--- src/rtl/iob_split_wd_pkg.sv ---
// Shared FSM states, bus widths and field offsets for the iob_split_wd splitter.
// Request layout {valid, addr, wdata, wstrb}; response layout {rdata, ready}.
package iob_split_wd_pkg;

    typedef enum logic [1:0] {
        ST_IDLE = 2'd0,
        ST_BUSY = 2'd1,
        ST_ERR  = 2'd2
    } state_t;

    localparam int WSTRB_LSB = 0;
    localparam int READY_POS = 0;
    localparam int RDATA_LSB = 1;

    function automatic int req_width(input int addr_w, input int data_w);
        return 1 + addr_w + data_w + data_w / 8;
    endfunction

    function automatic int resp_width(input int data_w);
        return data_w + 1;
    endfunction

    function automatic int wdata_lsb(input int data_w);
        return data_w / 8;
    endfunction

    function automatic int addr_lsb(input int data_w);
        return data_w + data_w / 8;
    endfunction

    function automatic int valid_pos(input int addr_w, input int data_w);
        return req_width(addr_w, data_w) - 1;
    endfunction

    function automatic int sel_width(input int n_slaves);
        return (n_slaves > 1) ? $clog2(n_slaves) : 1;
    endfunction

endpackage

--- src/rtl/iob_split_wd_timer.sv ---
// Watchdog counter for one outstanding transaction; expired flags the last
// allowed BUSY cycle (count == TIMEOUT-1). Built only with IOB_SPLIT_WD_TIMEOUT_EN.
module iob_split_wd_timer #(
    parameter int TIMEOUT = 1023
) (
    input  logic clk,
    input  logic rst,
    input  logic clear,
    input  logic enable,
    output logic expired
);

    localparam int CNT_W = $clog2(TIMEOUT);

    logic [CNT_W-1:0] count_reg;

    always_ff @(posedge clk or posedge rst) begin
        if (rst) begin
            count_reg <= '0;
        end else if (clear) begin
            count_reg <= '0;
        end else if (enable) begin
            count_reg <= count_reg + CNT_W'(1);
        end
    end

    assign expired = enable && (count_reg == CNT_W'(TIMEOUT - 1));

endmodule

--- src/rtl/iob_split_wd.sv ---
// IOb native-bus 1:N splitter with error responses for unmapped slaves and,
// when IOB_SPLIT_WD_TIMEOUT_EN is defined, a per-transaction watchdog with dead_mask.
module iob_split_wd
    import iob_split_wd_pkg::*;
#(
    parameter int ADDR_W   = 32,
    parameter int DATA_W   = 32,
    parameter int N_SLAVES = 2,
    parameter int P_SLAVES = ADDR_W - 2,
    parameter int SEL_W    = sel_width(N_SLAVES),
    parameter int TIMEOUT  = 1023,
    parameter logic [DATA_W-1:0] ERR_DATA = DATA_W'(32'hDEADBEEF),
    localparam int REQ_W   = req_width(ADDR_W, DATA_W),
    localparam int RESP_W  = resp_width(DATA_W)
) (
    input  logic                       clk,
    input  logic                       rst,
    input  logic [REQ_W-1:0]           m_req,
    output logic [RESP_W-1:0]          m_resp,
    output logic [N_SLAVES*REQ_W-1:0]  s_req,
    input  logic [N_SLAVES*RESP_W-1:0] s_resp,
    output logic                       err,
    input  logic                       err_clr,
    output logic [N_SLAVES-1:0]        dead_mask
);

    localparam int VALID_POS = valid_pos(ADDR_W, DATA_W);
    localparam int ADDR_LSB  = addr_lsb(DATA_W);
    localparam int N_IDX     = 2 ** SEL_W;

    state_t            state_reg, state_next;
    logic [SEL_W-1:0]  sel_q_reg, sel_q_next;
    logic              err_reg;

    logic              m_valid;
    logic [SEL_W-1:0]  sel;
    logic              mapped;
    logic [RESP_W-1:0] resp_arr [N_IDX];
    logic [N_IDX-1:0]  dead_pad;

    logic              fwd_en;
    logic [SEL_W-1:0]  fwd_idx;
    logic [N_SLAVES-1:0] slave_valid;
    logic [RESP_W-1:0] m_resp_c;

    logic              timer_en;
    logic              timer_clr;
    logic              expired;
    logic              dead_set;

    genvar gi;

    assign m_valid = m_req[VALID_POS];
    assign sel     = m_req[ADDR_LSB + P_SLAVES -: SEL_W];
    assign mapped  = int'(sel) < N_SLAVES;

    // Pad responses and dead flags to a power of two so every select value indexes safely.
    for (gi = 0; gi < N_IDX; gi++) begin : g_idx
        if (gi < N_SLAVES) begin : g_map
            assign resp_arr[gi] = s_resp[gi*RESP_W +: RESP_W];
            assign dead_pad[gi] = dead_mask[gi];
        end else begin : g_unmap
            assign resp_arr[gi] = '0;
            assign dead_pad[gi] = 1'b0;
        end
    end

    for (gi = 0; gi < N_SLAVES; gi++) begin : g_slave
        assign slave_valid[gi] = fwd_en && (fwd_idx == SEL_W'(gi));
        assign s_req[gi*REQ_W +: REQ_W] = {slave_valid[gi], m_req[REQ_W-2:0]};
    end

    always_comb begin
        state_next = state_reg;
        sel_q_next = sel_q_reg;
        fwd_en     = 1'b0;
        fwd_idx    = sel_q_reg;
        m_resp_c   = '0;
        timer_en   = 1'b0;
        timer_clr  = 1'b0;
        dead_set   = 1'b0;

        unique case (state_reg)
            ST_IDLE: begin
                if (m_valid) begin
                    if (mapped && !dead_pad[sel]) begin
                        fwd_en     = 1'b1;
                        fwd_idx    = sel;
                        sel_q_next = sel;
                        m_resp_c   = resp_arr[sel];
                        if (!resp_arr[sel][READY_POS]) begin
                            state_next = ST_BUSY;
                        end
                    end else begin
                        state_next = ST_ERR;
                    end
                end
            end
            ST_BUSY: begin
                // Routing follows the captured index even if the master's address moves.
                fwd_en   = 1'b1;
                m_resp_c = resp_arr[sel_q_reg];
                timer_en = 1'b1;
                if (resp_arr[sel_q_reg][READY_POS]) begin
                    state_next = ST_IDLE;
                    timer_clr  = 1'b1;
                end else if (expired) begin
                    state_next = ST_ERR;
                    timer_clr  = 1'b1;
                    dead_set   = 1'b1;
                end
            end
            ST_ERR: begin
                m_resp_c   = {ERR_DATA, 1'b1};
                state_next = ST_IDLE;
            end
            default: begin
                state_next = ST_IDLE;
            end
        endcase

        // While reset is held nothing reaches either side, even with valid/ready high.
        if (rst) begin
            fwd_en   = 1'b0;
            m_resp_c = '0;
        end
    end

    assign m_resp = m_resp_c;

    always_ff @(posedge clk or posedge rst) begin
        if (rst) begin
            state_reg <= ST_IDLE;
            sel_q_reg <= '0;
            err_reg   <= 1'b0;
        end else begin
            state_reg <= state_next;
            sel_q_reg <= sel_q_next;
            if (state_next == ST_ERR) begin
                err_reg <= 1'b1;
            end else if (err_clr) begin
                err_reg <= 1'b0;
            end
        end
    end

    assign err = err_reg;

`ifdef IOB_SPLIT_WD_TIMEOUT_EN
    logic [N_SLAVES-1:0] dead_reg;
    logic [N_SLAVES-1:0] dead_hit;

    iob_split_wd_timer #(
        .TIMEOUT (TIMEOUT)
    ) u_timer (
        .clk     (clk),
        .rst     (rst),
        .clear   (timer_clr),
        .enable  (timer_en),
        .expired (expired)
    );

    for (gi = 0; gi < N_SLAVES; gi++) begin : g_dead
        assign dead_hit[gi] = dead_set && (sel_q_reg == SEL_W'(gi));
    end

    always_ff @(posedge clk or posedge rst) begin
        if (rst) begin
            dead_reg <= '0;
        end else begin
            dead_reg <= dead_reg | dead_hit;
        end
    end

    assign dead_mask = dead_reg;
`else
    logic unused_timer;

    assign expired      = 1'b0;
    assign dead_mask    = '0;
    assign unused_timer = ^{timer_en, timer_clr, dead_set};
`endif

endmodule
--- config.mk ---
export PLATFORM = sky130hd
export DESIGN_NAME = iob_split_wd
export DESIGN_NICKNAME = d
export VERILOG_FILES = /design/src/rtl/iob_split_wd_pkg.sv /design/src/rtl/iob_split_wd_timer.sv /design/src/rtl/iob_split_wd.sv
export SDC_FILE = /design/constraint.sdc
export NUM_CORES = 1
export LEC_CHECK = 0
export ABC_AREA = 1
export BUFFER_PORTS_ARGS = -buffer_cell sky130_fd_sc_hd__buf_4
export CAP_MARGIN = 20
export CORE_AREA = 4 4 118 120
export CTS_CLUSTER_DIAMETER = 200
export DETAILED_ROUTE_END_ITERATION = 6
export DIE_AREA = 0 0 122 124
export GPL_ROUTABILITY_DRIVEN = 0
export SYNTH_ARGS = -nofsm -noshare
export SYNTH_HDL_FRONTEND = slang
export SYNTH_HIERARCHICAL = 1
export SYNTH_SLANG_ARGS = --single-unit
--- constraint.sdc ---
create_clock -name clk -period 1.45 [get_ports clk]
set_input_delay 0.29 -clock clk [delete_from_list [all_inputs] [get_ports clk]]
set_output_delay 0.29 -clock clk [all_outputs]
set_load 0.01 [all_outputs]
### After elaboration in Yosys (flattened, before gate mapping)

Index checks and enable logic that the tools add are counted.

* register bits: 4
* output and inout port bits: 174
* word-level logic and storage cells: 41

* magnitude comparators: 3
* equal/unequal tests: 3
* mux-type cells: 25
* bitwise logic cells: 3
* reduce and logical (&&, ||, !) cells: 4

Operator list (count)
* 33-bit 2-to-1 mux: 9
* 33-bit one-hot mux with 3 select lines: 1
* 1-bit 2-to-1 mux: 9
* 2-bit 2-to-1 mux: 4
* 2-bit equality test, second input constant: 2
* 2-bit greater-or-equal comparator, second input constant: 2
* 1-bit NOT with 2-bit output: 2
* 2-bit one-hot mux with 2 select lines: 1
* 2-bit by 1-bit equality test with 1-bit output, second input constant: 1
* 1-bit logical AND: 2
* 2-bit logical NOT: 1
* 1-bit by 2-bit less-than comparator with 1-bit output, second input constant: 1
* 1-bit one-hot mux with 2 select lines: 1
* 2-bit nonzero test: 1
* 1-bit NOT: 1

### Longest topological paths before layout

Gate-level depths: netlist of run 1.

* word-level depth: 10
* gate-level depth with buffers: 9
* mapped depth without buffers: 7

### Worst setup path after synthesis of run 1

Ideal clock, no wire load.

* path kind: register to output
* start point: register state_reg[1]
* end point: output port m_resp[15]
* arrival: 1.109 ns
* slack: 0.051 ns
* stages on the path, launching flop included: 7
* buffers on the path: 1
* cells stage by stage: dfrtp_1 > inv_2 > nand2_2 > nor2_4 > buf_6 > nand2_1 > a21oi_1

* word-level cells in the longest chain between the ends: 3
* elaborated cells on any way between the ends: 5

Ends and longest elaborated chain
* start: declaration: line iob_split_wd.sv:31 `state_t state_reg, state_next;`
* start signal: assignment: line iob_split_wd.sv:137 `state_reg <= state_next;`
* 2-bit equality test, or another cell as far along: line iob_split_wd.sv:83 `unique case (state_reg)`
* 33-bit one-hot mux with 3 select lines *: line iob_split_wd.sv:83
* 33-bit 2-to-1 mux *: line iob_split_wd.sv:123 `if (rst) begin`
* end: declaration: line iob_split_wd.sv:19 `output logic [RESP_W-1:0] m_resp,`

Mark *: on every way between the ends. The rest lies on a longest branch, timed or not.

### Worst setup path after layout of run 1

* start point: register state_reg[1]
* end point: output port m_resp[21]

Same word-level chain as after synthesis.

==> results of run 1 <==
==> per-stage QoR <==
stage                     hold slack [ns]    util  setup WS, ns  area (µm²)
after CTS                         0.09732  0.2300       -0.3276        2985
after detailed placement           0.3319  0.2229       -0.1004        2893
final                             0.09355  0.2366       -0.3148        3070
after global routing               0.1152  0.2366       -0.4120        3070
after global placement             0.3305  0.2229      -0.09561        2893
after floorplan                    0.3558       -       0.05090        2770
==> worst min-delay path by stage <==
stage,cells after the start,slack (ns),to
finish,3,0.09,sel_q_reg
detailed placement,3,0.33,sel_q_reg
CTS,3,0.1,sel_q_reg
global placement,3,0.33,sel_q_reg
floorplan,1,0.36,err
global route,3,0.12,sel_q_reg
==> layer usage <==
metal / global-route usage / vias to the layer above
met3: 0.02543 / 73
li1: - / 1388
met1: 0.1168 / 1166
met5: 0 / -
met4: 0.07773 / 0
met2: 0.2048 / 106
==> what timing repair did <==
| action | in CTS | in global routing |
|---|---|---|
| gates resized for setup | 9 | 13 |
| cloned | 0 | 1 |
| setup endpoints to repair | 35 | 35 |
| buffers inserted | 1 | 3 |
| pin swaps | 0 | 3 |
==> cell usage after synthesis, drive strengths merged <==
cell type,instances,area (µm²)
clkbuf,2,7.510
o21ai,19,95.09
nor2,8,45.04
inv,39,146.4
nand3,25,125.1
buf,161,1206
dfrtp,4,100.1
a21oi,8,40.04
o31ai,1,7.510
nand2,261,982.2
conb,1,3.750
clkinv,1,3.750
==> power groups by stage <==
| stage | Clock, mW | Combinational, mW | Sequential [mW] |
|---|---|---|---|
| after floorplan | 0 | 0.930 | 0.126 |
| after detailed placement | 0 | 1.04 | 0.133 |
| after global placement | 0 | 1.04 | 0.133 |
| after CTS | 0.437 | 1.04 | 0.133 |
| after global routing | 0.447 | 1.22 | 0.137 |
| final | 0.430 | 1.09 | 0.136 |
==> kinds of logic after synthesis <==
group | Yosys count
AO/OA/AOI/OAI | 28
flip-flops | 4
AND/OR/NAND/NOR | 294
other | 1
buffers and inverters | 203
==> critical path: stages, from the launching register on <==
cell and delay, ns:
dfrtp_2 0.43, inv_2 0.07, nand2_2 0.06, nor2_4 0.14, buf_12 0.18, nand2_1 0.09
a21oi_2 0.14, buf_4 0.14
==> area by class of cell <==
| type | instances | share of cell area |
|---|---|---|
| Multi-Input combinational cell | 325 | 0.4385 |
| Clock buffer | 3 | 0.02445 |
| Inverter | 40 | 0.04971 |
| Sequential cell | 4 | 0.03341 |
| Timing Repair Buffer | 131 | 0.3822 |
| Tap cell | 176 | 0.07172 |
==> reports/summary.txt, run 1 <==
Outcome - complete, but fails checks
Failing checks - setup timing
1st-iter DRT viols - 112
Final ANT Viol Nets - 0
Critical path class - reg -> out
Worst setup path end - m_resp[21]
Sw Share - 0.3956
Final net count - 643
Vias/cell - 4.025
Critical path startpoint - state_reg[1]
Final hold viol count - 0
Final Max Slew Viols - 0
Final global-route overflow total - 0
Worst vdd ir - 0.0008065 V
Detailed placement HPWL - 7078 µm
Reg-to-Reg Start - state_reg[1]
DRC - 0
Initial antenna violation count - 0
DP Cell Count - 672
Data arrival, critical path - 1.47 ns
Clk slew on worst S/H paths - 0.03 ns
Setup slack after layout - -0.3148 ns
TritonCTS Sinks - 4
Sequential cell area - 102.6 µm²
Total CTS buffers - 3
Final clock skew - 0.001919 ns
Compound-Gate Fraction of Synth Area - 0.05163
Setup-failing EPs final - 35
Mux contribution to synthesized area - 0
Worst EP required - 1.16 ns
I/O pins - 312
Max_cap viols - 0
Adder-Cell Fraction of Synth Area - 0
First-pass GRT wire length - 13340 µm
Vias in the first global route - 2540
Leak - 1.798 nW
Yosys cell types - 18
Std-Cell Rows - 42
Power per cell area - 540.7 nW/µm²
Die area - 15130 µm²
CTS Buffer Depth - 2
Antenna diodes - 0
Mapped Area - 2763 µm²
Worst R2R Setup Slack - 0.37 ns
Wire length per cell - 13.96 µm
Synthesis Warnings - 6
NetSw - 0.6568 mW
Reg2Reg Depth - 6
CTS tree - yes
Worst-skew pair later-pin latency - 0.22 ns
Min Tclk post-route - 1.765 ns
Count of state elements after synthesis - 4
Max reg flops - 2
DRT Wirelength - 9480 µm
Area grow syn2layout - 11.14%
CTS H-tree depth - 1
Cells after Synth - 530
DRT Pass-1 Iters - 4
Fmax - 0.5666 GHz
Clock tree root driver cell - clkbuf_16
Synth Area in XOR/XNOR - 0
IO buf count - 108
Mean post-synth cell area - 5.213 µm²
Reg power frac - 0.082
Largest net degree at the start of global routing - 28
Crit Path Max Fanout - 20
Height of the die - 124 µm
Total power - 1.660 mW
Commonest non-fill, non-tap cell in the layout - nand2_1
Comb pwr share - 0.659
Clock power share - 0.259
Wire length on met2 - 4551 µm
Startpoint Class - register
Initial Utilization - 0.2128
Power Internal - 1.003 mW
Sum Neg Setup Slack - -9.307 ns
Global router's overall resource usage - 0.1134
RSZ-0062 raised after global routing - yes
Final cell count without fillers - 679
Layout cell share with drive strength beyond 1 - 0.3062
Hold_buf cts - 0
Core area - 12980 µm²
Setup crit end kind - output port
DR WL met3 - 770 µm
Final period utilization - 1.217
Multi-input logic area - 1346 µm²
Reg-to-Reg End - state_reg[0]
Largest family of logic cells by synthesized area - buffers and inverters
Vias - 2733
Worst min path class - in -> async
Fillers - 1511
Max layer used - met4
Metal1 wirelength - 3577 µm
Most frequent cells in the layout - 257 x nand2_1, 112 x buf_4, 34 x inv_1
Simple-Gate Fraction of Synth Area - 0.4171
Sequential area share after synthesis - 0.03623
Die X - 122 µm
(Power assumes the default switching activity.)
==> inputs of run 2 (changes only) <==
GPL_TIMING_DRIVEN = 0   (was not set)
SKIP_CTS_REPAIR_TIMING = 1   (was not set)
==> reports/summary.txt, run 2 (synthesis gave the netlist of run 1 again) <==
Power per cell area - 451.0 nW/µm² (-17%)
Core area - 12980 µm² (unchanged)
Worst R2R Setup Slack - 0.17 ns (-0.20 ns)
Placed instance area - 4792 µm² (+66%)
Comb pwr share - 0.764 (+0.105)
DP Cell Count - 948 (+41%)
Critical path startpoint - state_reg[1]
Final hold viol count - 0 (unchanged)
Reg-to-Reg End - state_reg[0]
Data arrival, critical path - 1.52 ns (+0.05 ns)
Reg2Reg Depth - 8 (+2)
Sw Share - 0.3807 (-0.01486)
Setup-failing EPs final - 35 (unchanged)
Area grow syn2layout - 87.45%
Final clock skew - 0.0001150 ns (-0.001804 ns)
Largest net degree at the start of global routing - 14 (-50%)
CTS Buffer Depth - 2 (unchanged)
Critical path class - reg -> out
Worst min path class - in -> reg
Total power - 2.335 mW (+41%)
DRT Pass-1 Iters - 4 (unchanged)
Die area - 15130 µm² (unchanged)
Total CTS buffers - 3 (unchanged)
Vias in the first global route - 3569 (+41%)
DRT Wirelength - 12290 µm (+30%)
1st-iter DRT viols - 158 (+41%)
Die X - 122 µm (unchanged)
Height of the die - 124 µm (unchanged)
Clk slew on worst S/H paths - 0.03 ns (about the same)
Vias - 3801 (+39%)
Final Max Slew Viols - 0 (unchanged)
Final global-route overflow total - 0 (unchanged)
NetSw - 0.8892 mW (+35%)
Clock tree root driver cell - clkbuf_16
Max reg flops - 2 (unchanged)
Power Internal - 1.446 mW (+44%)
Reg-to-Reg Start - state_reg[1]
Min Tclk post-route - 1.815 ns (+0.04997 ns)
Clock power share - 0.182 (-0.077)
Leak - 3.130 nW (+74%)
Fmax - 0.5510 GHz (-2.8%)
Layout Cell Area excl Fill - 5179 µm² (+69%)
Post-place setup slack - -0.3073 ns (-0.2069 ns)
Setup crit end kind - output port
Fillers - 1439 (-4.8%)
Final period utilization - 1.252 (+0.03446)
Crit Path Max Fanout - 7 (-65%)
Setup slack after layout - -0.3648 ns (-0.04997 ns)
Most frequent cells in the layout - 374 x buf_4, 250 x nand2_1, 30 x inv_1
Vias/cell - 3.959 (-1.6%)
Layout cell share with drive strength beyond 1 - 0.5727 (+0.2665)
Global router's overall resource usage - 0.1415 (+0.02816)
TritonCTS Sinks - 4 (unchanged)
Worst setup path end - m_resp[22]
CTS H-tree depth - 1 (unchanged)
Final net count - 924 (+44%)
DRC - 0 (unchanged)
Final cell count without fillers - 960 (+41%)
Worst-skew pair later-pin latency - 0.22 ns (about the same)
I/O pins - 312 (unchanged)
Outcome - complete, but fails checks
Failing checks - setup timing
IO buf count - 240 (+120%)
Commonest non-fill, non-tap cell in the layout - buf_4
Detailed placement HPWL - 9938 µm (+40%)
Std-Cell Rows - 42 (unchanged)
Final core occ - 0.3990 (+0.1624)
Antenna diodes - 0 (unchanged)
Worst vdd ir - 0.0005521 V (-32%)
First-pass GRT wire length - 17290 µm (+30%)
Max_cap viols - 0 (unchanged)
Startpoint Class - register
Reg power frac - 0.054 (-0.028)
RSZ-0062 raised after global routing - yes
Initial Utilization - 0.2128 (unchanged)
Initial antenna violation count - 0 (unchanged)
Worst EP required - 1.16 ns (about the same)
CTS tree - yes
Final ANT Viol Nets - 0 (unchanged)
Wire length per cell - 12.80 µm (-8.3%)
-- run 2: cell count changes in the layout (fill, tap and decap cells not counted), moves of 6 or more --
cell	delta
buf_12	-10
buf_2	+6
buf_4	+262
buf_6	+12
buf_8	+6
nand2_1	-7
nand2_2	+8
-- run 2: area by class of cell --
| class | count | area (µm²) | share of cell area |
|---|---|---|---|
| multi-input cells | 325 | 1376 | 0.2658 |
| flip-flops and latches | 4 | 101.3 | 0.01957 |
| clock buffers | 3 | 75.07 | 0.01450 |
| inverters | 40 | 161.4 | 0.03117 |
| well taps | 176 | 220.2 | 0.04252 |
| plain buffers | 163 | 1264 | 0.2440 |
| repair buffers | 249 | 1981 | 0.3825 |
-- run 2: worst min-delay path by stage --
| stage | start | to | cells after the start |
|---|---|---|---|
| detailed placement | err_clr | err | 2 |
| global placement | err_clr | err | 2 |
| finish | err_clr | err | 2 |
| floorplan | err_clr | err | 1 |
| global route | err_clr | err | 2 |
| CTS | err_clr | err | 2 |
-- run 2: layer usage --
metal  routed length (µm)  part of all wire  global-route usage  up-vias
li1                     -                 -                   -     1950
met1                 4646              0.38              0.1671     1659
met2                 6257              0.51              0.2628      186
met3                 1316              0.11             0.03724        6
met4                   70            0.0057             0.01961        0
met5                    0                 0                   0        -
-- run 2: power by group through the flow --
stage	sequential [mW]	combinational, mW	clock (mW)
detailed placement	0.127	1.66	0
global placement	0.127	1.65	0
finish	0.126	1.78	0.426
global route	0.127	1.97	0.437
floorplan	0.126	0.930	0
CTS	0.126	1.66	0.434
-- run 2: through the flow --
| step | setup TNS, ns | hold WS [ns] |
|---|---|---|
| final | -11.72 | 0.2139 |
| after detailed placement | -7.381 | 0.4440 |
| after global placement | -7.175 | 0.4415 |
| after global routing | -14.52 | 0.2162 |
| after floorplan | 0 | 0.3558 |
| after CTS | -13.97 | 0.2110 |
-- run 2: critical path: stages, from the launching register on --
cell and delay [ns]:
dfrtp_2 0.43, inv_2 0.07, nand2_2 0.05, nor2_4 0.12, buf_12 0.14, clkbuf_16 0.15
nand2_2 0.04, nand3_1 0.06, nand2_1 0.05, inv_1 0.08, buf_6 0.10
==> inputs of run 3 (changes only) <==
BUFFER_PORTS_ARGS = -buffer_cell sky130_fd_sc_hd__buf_2   (was -buffer_cell sky130_fd_sc_hd__buf_4)
==> reports/summary.txt, run 3 (synthesis gave the netlist of run 1 again) <==
Min Tclk post-route - 1.846 ns (+0.03081 ns)
Crit-path cells - inv_2, nand2_2, nor2_4, buf_12, clkbuf_16, nand2_1, nand3_1, nand2_1, inv_1, buf_2
Final hold viol count - 0 (unchanged)
Commonest non-fill, non-tap cell in the layout - nand2_1
Fmax - 0.5418 GHz (-1.7%)
Most frequent cells in the layout - 248 x nand2_1, 234 x buf_2, 147 x buf_4
DRC - 0 (unchanged)
Outcome - complete, but fails checks
Leak - 2.979 nW (-4.8%)
Initial Utilization - 0.2128 (unchanged)
CTS Buffer Depth - 2 (unchanged)
Final clock skew - 0.001640 ns (+0.001525 ns)
CTS tree - yes
Multi-input logic area - 1398 µm² (+1.5%)
Sw Share - 0.4078 (+0.02711)
Clock tree root driver cell - clkbuf_16
CP max-delay cell - dfrtp_2
TritonCTS Sinks - 4 (unchanged)
Crit-path max cell delay - 0.43 ns (about the same)
Layout cell share with drive strength beyond 1 - 0.5727 (unchanged)
Max reg flops - 2 (unchanged)
Std-Cell Rows - 42 (unchanged)
Antenna diodes - 0 (unchanged)
Max_cap viols - 0 (unchanged)
Final period utilization - 1.273 (+0.02125)
Fillers - 1446 (+0.49%)
Most frequent CP cell - nand2_1
Final global-route overflow total - 0 (unchanged)
Power per cell area - 464.5 nW/µm² (+3.0%)
Vias - 3744 (-1.5%)
Post-place setup slack - -0.3497 ns (-0.04238 ns)
Setup crit end kind - output port
CTS H-tree depth - 1 (unchanged)
Worst vdd ir - 0.0005243 V (-5.0%)
Comb pwr share - 0.741 (-0.023)
Total CTS buffers - 3 (unchanged)
Worst-skew pair later-pin latency - 0.22 ns (about the same)
Worst min path class - in -> reg
Crit Path Max Fanout - 7 (unchanged)
DRT Wirelength - 11870 µm (-3.5%)
Final Max Slew Viols - 0 (unchanged)
DP Cell Count - 948 (unchanged)
Data arrival, critical path - 1.56 ns (+0.04 ns)
Sum Neg Setup Slack - -12.55 ns (-0.8303 ns)
Final net count - 924 (unchanged)
1st-iter DRT viols - 161 (+1.9%)
Die area - 15130 µm² (unchanged)
Reg power frac - 0.059 (+0.005)
Sequential cell area - 101.3 µm² (unchanged)
Global router's overall resource usage - 0.1340 (-0.007533)
Hold Crit Start - err_clr
Vias in the first global route - 3343 (-6.3%)
NetSw - 0.8761 mW (-1.5%)
Startpoint Class - register
Failing checks - setup timing
I/O pins - 312 (unchanged)
Area grow syn2layout - 67.39%
DRT Pass-1 Iters - 5 (+1)
IO buf count - 240 (unchanged)
Total power - 2.148 mW (-8.0%)
Reg-to-Reg Start - state_reg[1]
Vias/cell - 3.900 (-1.5%)
Core area - 12980 µm² (unchanged)
Setup slack after layout - -0.3956 ns (-0.03081 ns)
Initial antenna violation count - 0 (unchanged)
Final core occ - 0.3563 (-0.04270)
RSZ-0062 raised after global routing - yes
Setup-failing EPs final - 35 (unchanged)
Die X - 122 µm (unchanged)
Power Internal - 1.272 mW (-12%)
Height of the die - 124 µm (unchanged)
Top delay family on crit path - buffers and inverters
Final ANT Viol Nets - 0 (unchanged)
Critical path startpoint - state_reg[1]
Clk slew on worst S/H paths - 0.03 ns (about the same)
Wire length per cell - 12.36 µm (-3.5%)
Detailed placement HPWL - 9644 µm (-3.0%)
Critical path class - reg -> out
Clock power share - 0.199 (+0.017)
Worst EP required - 1.16 ns (about the same)
Largest net degree at the start of global routing - 14 (unchanged)
Final cell count without fillers - 960 (unchanged)
First-pass GRT wire length - 16230 µm (-6.1%)
Worst path bufs/invs - 5 (unchanged)
[run 3: worst paths after layout]
kind                                     end  slack (ns)  cells after the start
worst max-delay path              m_resp[12]       -0.40                     10
worst min-delay path                     err        0.21                      2
worst max register to register  state_reg[0]        0.18                      8
worst min register to register           err        0.48                      2
max in group asynchronous       state_reg[1]        0.79                      3
min in group asynchronous       state_reg[0]        0.40                      3
[run 3: routing by layer]
| layer | vias to the layer above | routed length (µm) | GRT usage |
|---|---|---|---|
| li1 | 1951 | - | - |
| met1 | 1598 | 4408 | 0.1551 |
| met2 | 191 | 6183 | 0.2555 |
| met3 | 4 | 1217 | 0.03134 |
| met4 | 0 | 57 | 0.01891 |
| met5 | - | 0 | 0 |
[run 3: cell type report]
| cell class | count | area share |
|---|---|---|
| inverter | 40 | 0.03409 |
| tap | 176 | 0.04762 |
| multi-input combinational | 325 | 0.3022 |
| clock buffer | 3 | 0.01623 |
| sequential | 4 | 0.02192 |
| buffer | 163 | 0.2714 |
| timing repair buffer | 249 | 0.3065 |
[run 3: power by group through the flow]
stage	clock (mW)	sequential, mW	combinational (mW)
after global placement	0	0.127	1.45
after CTS	0.440	0.125	1.45
after global routing	0.449	0.128	1.76
final	0.428	0.128	1.59
after detailed placement	0	0.127	1.45
after floorplan	0	0.126	0.930
[run 3: stage by stage]
| step | cell area, µm² | hold slack (ns) |
|---|---|---|
| floorplan | 2770 | 0.3558 |
| global placement | 4192 | 0.4417 |
| detailed placement | 4192 | 0.4429 |
| CTS | 4267 | 0.2084 |
| global route | 4624 | 0.2133 |
| finish | 4624 | 0.2113 |
